File: config.mk
export PLATFORM = sky130hd
export DESIGN_NAME = midi_byte_parser
export DESIGN_NICKNAME = d
export VERILOG_FILES = /design/src/rtl/midi_pkg.sv /design/src/rtl/midi_byte_parser.sv
export SDC_FILE = /design/constraint.sdc
export NUM_CORES = 1
export LEC_CHECK = 0
export BUFFER_PORTS_ARGS = -buffer_cell sky130_fd_sc_hd__buf_4
export CAP_MARGIN = 15
export CORE_MARGIN = 4
export CORE_UTILIZATION = 50
export DETAILED_ROUTE_END_ITERATION = 6
export PLACE_DENSITY = 0.78
export SETUP_SLACK_MARGIN = 0.15
export SYNTH_ARGS = -nofsm -noshare
export SYNTH_HDL_FRONTEND = slang
export SYNTH_SLANG_ARGS = --single-unit
export TNS_END_PERCENT = 50
File: constraint.sdc
create_clock -name reg_clk -period 4.2 [get_ports reg_clk]
set_input_delay 0.84 -clock reg_clk [delete_from_list [all_inputs] [get_ports reg_clk]]
set_output_delay 0.84 -clock reg_clk [all_outputs]
set_load 0.02 [all_outputs]
File: src/rtl/midi_pkg.sv
`default_nettype none
// ============================================================================
//  Module      : midi_pkg
//  Description : Shared MIDI byte-class constants, parser state encoding,
//                byte classifier and channel-message length helper.
//  Revision    : 1.0 - initial release
// ============================================================================
package midi_pkg;

   localparam logic [7:0] MIDI_RT_MIN      = 8'hF8;
   localparam logic [7:0] MIDI_SYSEX_START = 8'hF0;
   localparam logic [7:0] MIDI_SYSEX_END   = 8'hF7;
   localparam logic [7:0] MIDI_STATUS_NONE = 8'h00;

   // IDLE : no running status, data bytes are dropped and counted
   // CHAN : running status valid, data bytes are forwarded
   // SYSEX: inside a System Exclusive dump, data bytes are swallowed silently
   typedef enum logic [1:0] {
      IDLE  = 2'd0,
      CHAN  = 2'd1,
      SYSEX = 2'd2
   } parser_state_t;

   typedef enum logic [2:0] {
      BC_DATA        = 3'd0,
      BC_CHAN        = 3'd1,
      BC_SYSEX_START = 3'd2,
      BC_SYSEX_END   = 3'd3,
      BC_SYS_COMMON  = 3'd4,
      BC_REALTIME    = 3'd5
   } byte_class_t;

   // Number of data bytes carried by a channel message: program change and
   // channel pressure (C0-DF) carry one, every other channel message two.
   function automatic logic [7:0] msg_len(input logic [7:0] status);
      return ((status >= 8'hC0) && (status <= 8'hDF)) ? 8'd1 : 8'd2;
   endfunction

   function automatic byte_class_t classify_byte(input logic [7:0] b);
      if (b >= MIDI_RT_MIN)           return BC_REALTIME;
      else if (b == MIDI_SYSEX_START) return BC_SYSEX_START;
      else if (b == MIDI_SYSEX_END)   return BC_SYSEX_END;
      else if (b > MIDI_SYSEX_START)  return BC_SYS_COMMON;
      else if (b[7])                  return BC_CHAN;
      else                            return BC_DATA;
   endfunction

endpackage
`default_nettype wire

File: src/rtl/midi_byte_parser.sv
`default_nettype none
// ============================================================================
//  Module      : midi_byte_parser
//  Description : Converts a raw MIDI byte stream into the parsed tuple used
//                by the MIDI input mux (byteready / cur_status / midibyte_nr /
//                midi_in_data). Tracks running status, suppresses SysEx,
//                extracts real-time bytes and counts discarded bytes.
//  Revision    : 1.0 - initial release
//
//  Ports
//    reg_clk      in   1      system clock
//    reset_reg_N  in   1      synchronous reset, active low
//    rx_valid     in   1      strobe, raw byte present on rx_byte
//    rx_byte      in   8      raw MIDI byte
//    byteready    out  1      pulse, parsed byte valid
//    cur_status   out  8      current running status (00 = none)
//    midibyte_nr  out  8      0 = status byte, 1/2 = data byte index
//    midi_in_data out  8      byte just accepted
//    rt_valid     out  1      pulse, real-time byte on rt_byte
//    rt_byte      out  8      last real-time byte
//    drop_cnt     out  CNT_W  saturating count of discarded bytes
// ============================================================================
module midi_byte_parser #(
   parameter int CNT_W = 8
) (
   input  logic             reg_clk,
   input  logic             reset_reg_N,
   input  logic             rx_valid,
   input  logic [7:0]       rx_byte,
   output logic             byteready,
   output logic [7:0]       cur_status,
   output logic [7:0]       midibyte_nr,
   output logic [7:0]       midi_in_data,
   output logic             rt_valid,
   output logic [7:0]       rt_byte,
   output logic [CNT_W-1:0] drop_cnt
);
   import midi_pkg::*;

   localparam logic [CNT_W-1:0] DROP_MAX = '1;

   parser_state_t    state_q, state_d;
   logic [7:0]       cur_status_q, cur_status_d;
   logic [7:0]       midibyte_nr_q, midibyte_nr_d;
   logic [7:0]       midi_in_data_q, midi_in_data_d;
   logic             byteready_q, byteready_d;
   logic             rt_valid_q, rt_valid_d;
   logic [7:0]       rt_byte_q, rt_byte_d;
   logic [CNT_W-1:0] drop_cnt_q, drop_cnt_d;
   logic             drop_inc;
   byte_class_t      byte_class;

   assign byte_class = classify_byte(rx_byte);

   // ---------------------------------------------------------------- state reg
   always_ff @(posedge reg_clk) begin
      if (!reset_reg_N) state_q <= IDLE;
      else              state_q <= state_d;
   end

   // ---------------------------------------------------------- next-state comb
   // Real-time and data bytes never move the FSM.
   always_comb begin
      state_d = state_q;
      if (rx_valid) begin
         case (byte_class)
            BC_CHAN:        state_d = CHAN;
            BC_SYSEX_START: state_d = SYSEX;
            BC_SYSEX_END,
            BC_SYS_COMMON:  state_d = IDLE;
            default:        state_d = state_q;
         endcase
      end
   end

   // -------------------------------------------------------------- output comb
   always_comb begin
      cur_status_d   = cur_status_q;
      midibyte_nr_d  = midibyte_nr_q;
      midi_in_data_d = midi_in_data_q;
      rt_byte_d      = rt_byte_q;
      byteready_d    = 1'b0;
      rt_valid_d     = 1'b0;
      drop_inc       = 1'b0;
      if (rx_valid) begin
         case (byte_class)
            BC_REALTIME: begin
               rt_valid_d = 1'b1;
               rt_byte_d  = rx_byte;
            end
            BC_CHAN: begin
               cur_status_d   = rx_byte;
               midibyte_nr_d  = 8'd0;
               midi_in_data_d = rx_byte;
               byteready_d    = 1'b1;
            end
            BC_SYSEX_START: cur_status_d = MIDI_STATUS_NONE;
            BC_SYSEX_END: begin
               cur_status_d = MIDI_STATUS_NONE;
               drop_inc     = (state_q != SYSEX);   // stray end-of-exclusive
            end
            BC_SYS_COMMON: begin
               cur_status_d = MIDI_STATUS_NONE;
               drop_inc     = 1'b1;
            end
            default: begin   // data byte
               if (state_q == CHAN) begin
                  byteready_d    = 1'b1;
                  midi_in_data_d = rx_byte;
                  // Once the message is complete the next data byte starts a
                  // new message under running status.
                  if (midibyte_nr_q < msg_len(cur_status_q))
                     midibyte_nr_d = midibyte_nr_q + 8'd1;
                  else
                     midibyte_nr_d = 8'd1;
               end else if (state_q == IDLE) begin
                  drop_inc = 1'b1;
               end
            end
         endcase
      end
      drop_cnt_d = drop_cnt_q;
      if (drop_inc && (drop_cnt_q != DROP_MAX))
         drop_cnt_d = drop_cnt_q + CNT_W'(1);
   end

   // ----------------------------------------------------------- output regs
   always_ff @(posedge reg_clk) begin
      if (!reset_reg_N) begin
         cur_status_q   <= MIDI_STATUS_NONE;
         midibyte_nr_q  <= 8'h00;
         midi_in_data_q <= 8'h00;
         byteready_q    <= 1'b0;
         rt_valid_q     <= 1'b0;
         rt_byte_q      <= 8'h00;
         drop_cnt_q     <= '0;
      end else begin
         cur_status_q   <= cur_status_d;
         midibyte_nr_q  <= midibyte_nr_d;
         midi_in_data_q <= midi_in_data_d;
         byteready_q    <= byteready_d;
         rt_valid_q     <= rt_valid_d;
         rt_byte_q      <= rt_byte_d;
         drop_cnt_q     <= drop_cnt_d;
      end
   end

   assign byteready    = byteready_q;
   assign cur_status   = cur_status_q;
   assign midibyte_nr  = midibyte_nr_q;
   assign midi_in_data = midi_in_data_q;
   assign rt_valid     = rt_valid_q;
   assign rt_byte      = rt_byte_q;
   assign drop_cnt     = drop_cnt_q;

endmodule
`default_nettype wire

==> flow_summary_export.csv <==
group,metric,value,unit
run_status,status,"finished clean",
sta,skew,0.00691,ns
sta,worst_pin_slew,0.871,ns
clock_tree,clockBufferDepth,2,
sta,hold_viol,0,
sta,hold-worst-slack,0.465,ns
grt,grt_pass1_wl,6.86,mm
sta,period_minus_slack,2.11,ns
floorplan,ioPinCount,53,
synth,syn-instance-count,200,
synth,synthesis.nets,214,
grt,grt.overflow.total,0,
layout,layout_common_cells,"buf_4 (52), dfxtp_1 (44), nor2_1 (38), nand2_1 (25), a21oi_1 (20)",
sta,slew_viol_final,0,
layout,diodes,0,
layout,fin_area,2320,sq um
detailed_routing,wl_per_cell,13.7,um
layout,layout.nets,266,
sta,layout_setup_ws,2.09,ns
clock_tree,cts_buffers,5,
layout,drive_gt1_frac,0.269,
critical_path,path_class,"in2reg",
synth,synth.avg_cell_area,8.85,sq um
detailed_routing,first_pass_iters,4,
critical_path,crit_arrival,2.34,ns
grt,grt_start_max_net_pins,38,
synth,netlist_area,1770,sq um
sta,setup_viol,0,
grt,antenna_found_initial,0,
placement,io_buffers,52,
clock_tree,cts_sinks,44,
sta,fmax,475,MHz
run,drv_cap,0,
critical_path,crit_path_end_kind,"flop",
detailed_routing,dr_total_vias,1651,
detailed_routing,drtIter0Drc,104,
floorplan,fp-row-count,21,
sta,grt_setup_unrepaired,"no",
synth,ys_seq_elements,44,
layout,syn_to_final_growth,30.9,%
pwr,p_per_area,394,nW/um^2
pwr,totalPowerFinal,0.914,mW
floorplan,die_x,67.5,um
layout,fillerInstances,281,
layout,fin_cells,299,
grt,grt_usage,0.200,
critical_path,cp-start-kind,"input pin",
grt,grt_pass1_vias,1499,
detailed_routing,drc,0,
synth,ys_seq_area_frac,0.498,
critical_path,max_stage_delay,0.59,ns
critical_path,worstPathRequired,4.43,ns
clock_tree,root_buffer,"clkbuf_4",
pwr,worst_ir_drop_vdd,0.314,mV
placement,place_congestion,0.762,
detailed_routing,ant_nets,0,
floorplan,die_y,67.5,um
layout,final_util,0.684,
placement,post-place-cells,291,
floorplan,core,3390,sq um
clock_tree,path_clk_slew,0.13,ns
clock_tree,clock_latency,0.35,ns
synth,yosys_warnings,0,
floorplan,start_util,0.522,
critical_path,crit_buf_inv,1,
placement,hpwl,2.90,mm
critical_path,path_cells,"buf_4, nor3b_1, a21oi_1, nand2b_1, o211ai_1, nor2_1",
clock_tree,cts_max_level,2,
min_path,min_path_type,"reg2reg",
sta,fin_setup_tns,0,ns
placement,post-place-ws,1.70,ns
pwr,p_leak,0.953,nW
placement,placed_cell_area,2190,sq um
clock_tree,post_cts_resized,0,
sta,relSlewSlack,0.418,
clock_tree,cts_hold_repair.buffers,0,
layout,final_common_cell,"buf_4",
critical_path,crit_fanout,12,
critical_path,critical_path.top_delay_family,"compound AO/OA/AOI/OAI gates",
floorplan,fp.dieArea,4560,sq um
synth,synth_cell_types,41,
detailed_routing,routed_wl,4.10,mm
critical_path,cp_slowest_cell,"o211ai_1",
clock_tree,post-cts-setup-buffers,0,
sta,fin_crit_sh,0.501,
detailed_routing,post_drt_via_cell_ratio,5.52,
clock_tree,tritoncts,"built",
cell type report:
class / instances / area, sq um / share of cell area
inverter: 4 / 15.0 / 0.00648
clock buffer: 5 / 37.5 / 0.0162
sequential: 44 / 881 / 0.380
tap: 46 / 57.6 / 0.0248
multi-input combinational: 145 / 846 / 0.365
timing repair buffer: 52 / 390 / 0.168
clock inverter: 3 / 90.1 / 0.0389
registers in the layout (all words and copies together) (netlist names):
signal        cells
state_q           2
byteready         1
rt_valid          1
drop_cnt          8
rt_byte           8
midi_in_data      8
cur_status        8
midibyte_nr       8
power breakdown:
| group | total [mW] | switching, mW | internal (mW) |
|---|---|---|---|
| registers | 0.438 | 0.00882 | 0.429 |
| clock network | 0.383 | 0.138 | 0.245 |
| logic | 0.0924 | 0.0564 | 0.0359 |
worst min-delay path, cell delays in order (launching register included):
cell and delay, ns:
dfxtp_1 0.33, nand2_1 0.05, a21oi_1 0.05
synthesized netlist by cell type, drive strengths merged:
master    n  area [sq um]
o31ai     3          36.3
nand2    25          93.8
nand3     7          60.1
nand2b    1          6.26
ha        3          37.5
o21bai    1          7.51
nor2b     2          12.5
a41oi     4          35.0
buf       3          13.8
or3       3          23.8
xnor2     2          17.5
a211oi    1          7.51
o21ai     1          5.00
nand4bb   1          11.3
dfxtp    44           881
nor2     38           143
a21oi    20           100
a22oi     6          45.0
nand4     2          12.5
o221a     1          11.3
a41o      1          10.0
a32oi     1          8.76
nor4b     1          8.76
and4      1          8.76
clkbuf    4          15.0
nor3b     1          7.51
nor3      5          30.0
and3      2          13.8
nor4      3          18.8
inv       4          15.0
mux2i     3          30.0
o211ai    2          15.0
or4       3          22.5
and2      1          6.26
path summary, 6_finish.rpt:
check,slack (ns),from,depth (start not counted),to
worst max-delay path,2.09,rx_byte[7],6,midibyte_nr[3]
worst min-delay path,0.47,midi_in_data[3],2,midi_in_data[3]
worst max register to register,2.31,state_q[0],5,midibyte_nr[3]
worst min register to register,0.47,midi_in_data[3],2,midi_in_data[3]
cells by family (layout without fill, tap and decap cells):
| logic type | count (synthesis) | after routing | synth area share |
|---|---|---|---|
| compound gates | 41 | 41 | 0.159 |
| fa+ha+maj | 3 | 3 | 0.0212 |
| mux | 3 | 3 | 0.0170 |
| flops | 44 | 44 | 0.498 |
| simple gates | 96 | 96 | 0.271 |
| buf+inv | 11 | 64 | 0.0247 |
| xor+xnor | 2 | 2 | 0.00990 |
routing by layer:
layer  vias to the layer above  track usage  wire [um]
met5                         -            0          0
met2                        43        0.313       1850
met3                         7       0.0649        273
li1                        820            -          -
met4                         0       0.0684         52
met1                       781        0.257       1920
Note: power is estimated with default switching activity, not from simulation.
